`src/rtl/regfile_lanes_if.sv`:
```
// Bus between decode/ALU and the lane-writable register file.
// The master drives selects, write data and reserve requests; the slave
// returns registered operands, busy flags and the pending scoreboard.
interface regfile_lanes_if #(
  parameter int DATA_W = 16,
  parameter int ADDR_W = 3,
  parameter int LANE_W = 8
);
  localparam int NREG  = 1 << ADDR_W;
  localparam int NLANE = DATA_W / LANE_W;

  logic                I_enable;
  logic [ADDR_W-1:0]   I_rA_select;
  logic [ADDR_W-1:0]   I_rB_select;
  logic [ADDR_W-1:0]   I_rD_select;
  logic [DATA_W-1:0]   I_rD_in;
  logic                I_rD_write;
  logic [NLANE-1:0]    I_rD_lane_en;
  logic [ADDR_W-1:0]   I_res_select;
  logic                I_res;

  logic [DATA_W-1:0]   O_rA_out;
  logic [DATA_W-1:0]   O_rB_out;
  logic                O_rA_busy;
  logic                O_rB_busy;
  logic [NREG-1:0]     O_pending;
  logic                O_res_conflict;

  modport master (
    output I_enable, I_rA_select, I_rB_select, I_rD_select, I_rD_in,
           I_rD_write, I_rD_lane_en, I_res_select, I_res,
    input  O_rA_out, O_rB_out, O_rA_busy, O_rB_busy, O_pending, O_res_conflict
  );

  modport slave (
    input  I_enable, I_rA_select, I_rB_select, I_rD_select, I_rD_in,
           I_rD_write, I_rD_lane_en, I_res_select, I_res,
    output O_rA_out, O_rB_out, O_rA_busy, O_rB_busy, O_pending, O_res_conflict
  );
endinterface

```
`src/rtl/regfile_lanes.sv`:
```
// Parametrised register file with per-lane write enables, optional
// write-through bypass, optional hardwired-zero r0 and a per-register
// pending scoreboard for multi-cycle producers.
module regfile_lanes #(
  parameter int DATA_W   = 16,
  parameter int ADDR_W   = 3,
  parameter int LANE_W   = 8,
  parameter int BYPASS   = 1,
  parameter int ZERO_REG = 0
) (
  input  logic           I_clk,
  input  logic           I_reset,
  regfile_lanes_if.slave bus
);
  localparam int NREG  = 1 << ADDR_W;
  localparam int NLANE = DATA_W / LANE_W;

  // Architectural state
  logic [DATA_W-1:0] regs_q [NREG];
  logic [NREG-1:0]   pend_q, pend_d;

  // Registered outputs
  logic [DATA_W-1:0] ra_q, ra_d;
  logic [DATA_W-1:0] rb_q, rb_d;
  logic              ra_busy_q, ra_busy_d;
  logic              rb_busy_q, rb_busy_d;
  logic              conflict_q, conflict_d;

  // Qualified strobes
  logic              wr_en;      // write completion (also clears pending)
  logic              wr_zero;    // write aimed at hardwired r0
  logic              res_zero;   // reserve aimed at hardwired r0
  logic              res_en;     // reserve that actually takes effect
  logic [DATA_W-1:0] old_w;
  logic [DATA_W-1:0] merged_w;

  // Decode write/reserve qualifiers; r0 is exempt when hardwired to zero
  always_comb begin
    wr_zero  = (ZERO_REG != 0) && (bus.I_rD_select == '0);
    res_zero = (ZERO_REG != 0) && (bus.I_res_select == '0);
    wr_en    = bus.I_enable && bus.I_rD_write;
    res_en   = bus.I_enable && bus.I_res && !res_zero;
    old_w    = regs_q[bus.I_rD_select];
  end

  // Lane merge: enabled lanes take new data, others keep the stored value
  for (genvar gi = 0; gi < NLANE; gi++) begin : g_lane
    assign merged_w[gi*LANE_W +: LANE_W] = bus.I_rD_lane_en[gi]
                                         ? bus.I_rD_in[gi*LANE_W +: LANE_W]
                                         : old_w[gi*LANE_W +: LANE_W];
  end

  // Scoreboard next state: write clears, reserve sets, set wins on a tie
  always_comb begin
    pend_d = pend_q;
    if (wr_en) pend_d[bus.I_rD_select] = 1'b0;
    if (res_en) pend_d[bus.I_res_select] = 1'b1;
    if (ZERO_REG != 0) pend_d[0] = 1'b0;
    conflict_d = res_en && pend_q[bus.I_res_select] &&
                 !(wr_en && (bus.I_rD_select == bus.I_res_select));
  end

  // Port A operand and busy; bypass forwards the merged write and next pending
  always_comb begin
    if ((ZERO_REG != 0) && (bus.I_rA_select == '0))
      ra_d = '0;
    else if ((BYPASS != 0) && wr_en && (bus.I_rA_select == bus.I_rD_select))
      ra_d = merged_w;
    else
      ra_d = regs_q[bus.I_rA_select];
    ra_busy_d = (BYPASS != 0) ? pend_d[bus.I_rA_select] : pend_q[bus.I_rA_select];
  end

  // Port B operand and busy, identical policy to port A
  always_comb begin
    if ((ZERO_REG != 0) && (bus.I_rB_select == '0))
      rb_d = '0;
    else if ((BYPASS != 0) && wr_en && (bus.I_rB_select == bus.I_rD_select))
      rb_d = merged_w;
    else
      rb_d = regs_q[bus.I_rB_select];
    rb_busy_d = (BYPASS != 0) ? pend_d[bus.I_rB_select] : pend_q[bus.I_rB_select];
  end

  // Register array update; reset wipes every register so no partial write survives
  always_ff @(posedge I_clk or posedge I_reset) begin
    if (I_reset) begin
      for (int i = 0; i < NREG; i++) regs_q[i] <= '0;
    end else begin
      for (int i = 0; i < NREG; i++) begin
        if (wr_en && !wr_zero && (bus.I_rD_select == ADDR_W'(i)))
          regs_q[i] <= merged_w;
      end
    end
  end

  // Outputs and scoreboard; a disabled cycle holds everything but drops conflict
  always_ff @(posedge I_clk or posedge I_reset) begin
    if (I_reset) begin
      pend_q     <= '0;
      ra_q       <= '0;
      rb_q       <= '0;
      ra_busy_q  <= 1'b0;
      rb_busy_q  <= 1'b0;
      conflict_q <= 1'b0;
    end else begin
      conflict_q <= conflict_d;
      if (bus.I_enable) begin
        pend_q    <= pend_d;
        ra_q      <= ra_d;
        rb_q      <= rb_d;
        ra_busy_q <= ra_busy_d;
        rb_busy_q <= rb_busy_d;
      end
    end
  end

  assign bus.O_rA_out       = ra_q;
  assign bus.O_rB_out       = rb_q;
  assign bus.O_rA_busy      = ra_busy_q;
  assign bus.O_rB_busy      = rb_busy_q;
  assign bus.O_pending      = pend_q;
  assign bus.O_res_conflict = conflict_q;
endmodule
```
`src/flat_wrapper.sv`:
```
// flat-port wrapper written by rule: the top's interface ports become plain ports
module regfile_lanes_flat 
#(
  parameter int DATA_W   = 16,
  parameter int ADDR_W   = 3,
  parameter int LANE_W   = 8,
  parameter int BYPASS   = 1,
  parameter int ZERO_REG = 0
)
  (I_clk, I_reset, bus_I_enable, bus_I_rA_select, bus_I_rB_select, bus_I_rD_select, bus_I_rD_in, bus_I_rD_write, bus_I_rD_lane_en, bus_I_res_select, bus_I_res, bus_O_rA_out, bus_O_rB_out, bus_O_rA_busy, bus_O_rB_busy, bus_O_pending, bus_O_res_conflict);
  regfile_lanes_if #(.DATA_W(DATA_W), .ADDR_W(ADDR_W), .LANE_W(LANE_W)) bus_i ();
  input  logic I_clk;
  input  logic I_reset;
  input wire logic [$bits(bus_i.I_enable)-1:0] bus_I_enable;
  input wire logic [$bits(bus_i.I_rA_select)-1:0] bus_I_rA_select;
  input wire logic [$bits(bus_i.I_rB_select)-1:0] bus_I_rB_select;
  input wire logic [$bits(bus_i.I_rD_select)-1:0] bus_I_rD_select;
  input wire logic [$bits(bus_i.I_rD_in)-1:0] bus_I_rD_in;
  input wire logic [$bits(bus_i.I_rD_write)-1:0] bus_I_rD_write;
  input wire logic [$bits(bus_i.I_rD_lane_en)-1:0] bus_I_rD_lane_en;
  input wire logic [$bits(bus_i.I_res_select)-1:0] bus_I_res_select;
  input wire logic [$bits(bus_i.I_res)-1:0] bus_I_res;
  output wire logic [$bits(bus_i.O_rA_out)-1:0] bus_O_rA_out;
  output wire logic [$bits(bus_i.O_rB_out)-1:0] bus_O_rB_out;
  output wire logic [$bits(bus_i.O_rA_busy)-1:0] bus_O_rA_busy;
  output wire logic [$bits(bus_i.O_rB_busy)-1:0] bus_O_rB_busy;
  output wire logic [$bits(bus_i.O_pending)-1:0] bus_O_pending;
  output wire logic [$bits(bus_i.O_res_conflict)-1:0] bus_O_res_conflict;
  assign bus_i.I_enable = bus_I_enable;
  assign bus_i.I_rA_select = bus_I_rA_select;
  assign bus_i.I_rB_select = bus_I_rB_select;
  assign bus_i.I_rD_select = bus_I_rD_select;
  assign bus_i.I_rD_in = bus_I_rD_in;
  assign bus_i.I_rD_write = bus_I_rD_write;
  assign bus_i.I_rD_lane_en = bus_I_rD_lane_en;
  assign bus_i.I_res_select = bus_I_res_select;
  assign bus_i.I_res = bus_I_res;
  assign bus_O_rA_out = bus_i.O_rA_out;
  assign bus_O_rB_out = bus_i.O_rB_out;
  assign bus_O_rA_busy = bus_i.O_rA_busy;
  assign bus_O_rB_busy = bus_i.O_rB_busy;
  assign bus_O_pending = bus_i.O_pending;
  assign bus_O_res_conflict = bus_i.O_res_conflict;
  regfile_lanes #(.DATA_W(DATA_W), .ADDR_W(ADDR_W), .LANE_W(LANE_W), .BYPASS(BYPASS), .ZERO_REG(ZERO_REG)) u_core (.I_clk(I_clk), .I_reset(I_reset), .bus(bus_i));
endmodule
```
`config.mk`:
```
export PLATFORM = sky130hd
export DESIGN_NAME = regfile_lanes_flat
export DESIGN_NICKNAME = d
export VERILOG_FILES = /design/src/rtl/regfile_lanes_if.sv /design/src/rtl/regfile_lanes.sv /design/src/flat_wrapper.sv
export SDC_FILE = /design/constraint.sdc
export NUM_CORES = 1
export LEC_CHECK = 0
export ABC_CLOCK_PERIOD_IN_PS = 10300
export CAP_MARGIN = 10
export CORE_MARGIN = 2
export CORE_UTILIZATION = 55
export DETAILED_ROUTE_END_ITERATION = 10
export DONT_BUFFER_PORTS = 1
export PLACE_DENSITY = 0.73
export SYNTH_ARGS = -nofsm -noshare
export SYNTH_HDL_FRONTEND = slang
export SYNTH_SLANG_ARGS = --single-unit
```
`constraint.sdc`:
```
create_clock -name I_clk -period 10.3 [get_ports I_clk]
set_input_delay 0.515 -clock I_clk [delete_from_list [all_inputs] [get_ports I_clk]]
set_output_delay 0.515 -clock I_clk [all_outputs]
set_load 0.05 [all_outputs]
```
==> implementation parameters <==
Parameter                              Value

CTS
  CTS root buf ... clkbuf_16
  CTS-repair resized insts ... 0
  Number of buffers inserted by post-CTS setup repair ... 0
  Clock buffer count from CTS ... 17
  Insertion delay of the later-clocked pin in the worst-skew pair ... about 440 ps
  H-tree level count ... 4
  CTS tree ... yes
  Maximum number of buffers from clock root to sink ... 2
  Clock-pin slew on the worst setup and hold paths ... 60 ps
  Number of clock sinks ... 171
  Hold buffers post-CTS ... 0

STA
  Setup repair after global routing missed its margin ... no
  Final count of negative-setup-slack endpoints ... 0
  Worst rel slew slack ... 0.203
  Max Transition Viols Final ... 0
  Final sum of negative setup slack ... 0 ps
  Hold violation total from the final report ... 0
  Fmax achieved ... 442 MHz
  Actual slew at the worst max-slew pin ... about 1200 ps
  Min Clock Period, post-route ... 2260 ps
  Tcrit/Tclk final ... 0.220
  Setup clock skew after layout ... roughly 9.1 ps
  Smallest hold slack ... roughly 140 ps

Yosys
  Number of standard cells after synthesis ... 727
  Number of enable-type register cells in the synthesized netlist ... 0
  Netlist area before placement ... 10,000 sq um
  Yosys warns ... 0
  Register area share after synthesis ... 0.426
  Net count of the mapped netlist ... between 700 and 800
  Number of flip-flops and latches in the synthesized netlist ... 171
  Most instantiated flip-flop cell in the synthesis netlist ... dfrtp_1
  Post-synthesis area per instance ... roughly 14 sq um
  Number of different library cells in the post-synthesis netlist ... 42
  Share of async-settable or async-resettable flops after synthesis ... 1.00

Drt
  Count of nets left with antenna violations after detail routing ... 0
  WL final ... 25,900 um
  First drt pass iteration count ... 5
  Via count ... 6,591
  First-iteration detailed-routing DRC count ... 533
  Residual DRC ... 0
  DR WL/cell ... 27.6 um
  Via-per-instance ratio ... 7.01

Critical path
  Critical path launch point ... bus_I_enable
  Required arrival time at the worst endpoint ... 10,670 ps
  Crit. End Element ... flop
  Maximum fanout along the worst path ... 30
  Source of the worst register-to-register timing path ... u_core.regs_q[78]
  Startpoint types ... input pin
  End of the worst register-to-register path ... u_core.bus.O_rB_out[14]
  Termination of the worst setup path ... u_core.bus.O_rB_out[10]
  Critical path start-end classification ... in -> reg
  Cell depth of the worst flop-to-flop path ... 4
  Arr. time, crit path ... 2630 ps
  Internal reg-to-reg setup slack ... 8460 ps

Global route
  GR Layer Usage met2 ... 0.454
  Initial antenna violation count ... 0
  Number of global-route vias before repair ... a little under 7,000
  Total Routing Usage GR ... 0.280
  Maximum number of pins on one net before global-route repair ... 104
  Fraction of met1 tracks used by global routing ... 0.367
  Layer with the highest usage ... met2
  Grt total ovfl ... 0
  Global-route wire length before repair ... 41,100 um
  Global routing met3 resource utilization ... 0.0722

Die
  Full die area ... a little under 20,000 sq um
  Number of rows created at floorplan ... about 50
  I/O pin cnt ... 78
  Die height ... around 140 um
  Effective utilization at floorplan ... 0.559
  Core ar. ... about 18,000 sq um
  Die width ... 139 um

Power and ir drop
  Worst IR drop on VDD ... 0.000127 V
  Leakage power figure ... 4.50 nW
  Cell area power density ... 213 nW/um^2
  Final Total Pwr ... around 2.3 mW

Placement
  Placer Congestion ... 0.868
  Port Buffer Count ... 0
  DPL Wire Length ... approximately 16,000 um

Cells and area
  Share of final-layout standard cells stronger than drive strength 1 ... 0.416
  Filler Cells Inserted ... 1,359
  Area delta synth->final ... 5.67%
  Commonest non-fill, non-tap cell in the layout ... dfrtp_1
  Number of nets in the layout ... around 730
  Commonest non-fill, non-tap cells in the layout ... dfrtp_1 (171), mux2_2 (117), mux4_2 (87)
  Antenna Cells ... 0

Run status
  Outcome ... completed

Job
  Number of violations of the max-capacitance limit ... 0

Worst hold path
  Class of the worst hold path ... in -> async
[layer usage]
layer,wire length (um),up-vias
met1,10300,3450
met3,2050,55
li1,-,2773
met2,12800,313
met4,795,0
met5,0,-
[sequential cells by signal, summed over array words and instances, names as in the netlist]
name                       flops
u_core.regs_q                128
u_core.bus.O_rA_out           16
u_core.bus.O_rB_out           16
u_core.bus.O_pending           8
u_core.bus.O_rA_busy           1
u_core.bus.O_rB_busy           1
u_core.bus.O_res_conflict      1
[metrics by stage]
stage | std cells | utilization | setup slack, ps | instance area, sq um
floorplan | 727 | - | 5150 | 10000
global placement | 908 | 0.562 | 7730 | 10100
detailed placement | 908 | 0.562 | 7560 | 10100
CTS | 940 | 0.591 | 8010 | 10600
global route | 940 | 0.591 | 7890 | 10600
finish | 940 | 0.591 | 8040 | 10600
[cells in the mapped netlist, types with 11 or more instances]
library cell    n  share of area
mux4_1         11          0.029
o21ai_0        19         0.0095
mux2i_1        44          0.044
inv_2          13         0.0049
nand2_1        76          0.028
o21ai_2        12          0.010
a21oi_1        12         0.0060
clkbuf_1       14         0.0052
mux4_2         87           0.20
mux2_2        117           0.13
buf_2          25          0.012
nor2_1         15         0.0056
dfrtp_1       171           0.43
buf_4          11         0.0082
a221oi_2       11          0.016
[kinds of logic (layout without fill, tap and decap cells)]
group / Yosys count / after routing / synth area share
AO/OA/AOI/OAI: 96 / 96 / 0.0785
multiplexers: 259 / 259 / 0.399
flip-flops: 171 / 171 / 0.426
AND/OR/NAND/NOR: 117 / 117 / 0.0506
XOR/XNOR: 9 / 9 / 0.00785
buffers and inverters: 75 / 59 / 0.0382
[worst min path at each step]
stage                     cells after the start                         to  slack (ps)
after floorplan                               2         u_core.regs_q[127]         470
after global placement                        2         u_core.regs_q[119]         510
after detailed placement                      2         u_core.regs_q[127]         520
after CTS                                     1         u_core.regs_q[103]         180
after global routing                          2  u_core.bus.O_res_conflict         230
final                                         1          u_core.regs_q[72]         140
[cell type report]
| cell class | count | area, sq um | share of cell area |
|---|---|---|---|
| tap | 229 | 287 | 0.0270 |
| clock inverter | 14 | 97.6 | 0.00919 |
| multi-input combinational | 481 | 5390 | 0.507 |
| inverter | 19 | 76.3 | 0.00719 |
| clock buffer | 18 | 429 | 0.0404 |
| sequential | 171 | 4280 | 0.403 |
| timing repair buffer | 8 | 60.1 | 0.00566 |
[worst max-delay path, stage by stage]
cell	delay (ps)
clkinv_1	520
a21oi_2	1120
a21boi_0	300
a221o_1	150
[power breakdown]
group	total [mW]	switching, mW	internal [mW]
sequential	1.16	0.318	0.837
clock	0.588	0.280	0.308
combinational	0.514	0.190	0.324
No activity file was read; power rests on OpenSTA's default activity.
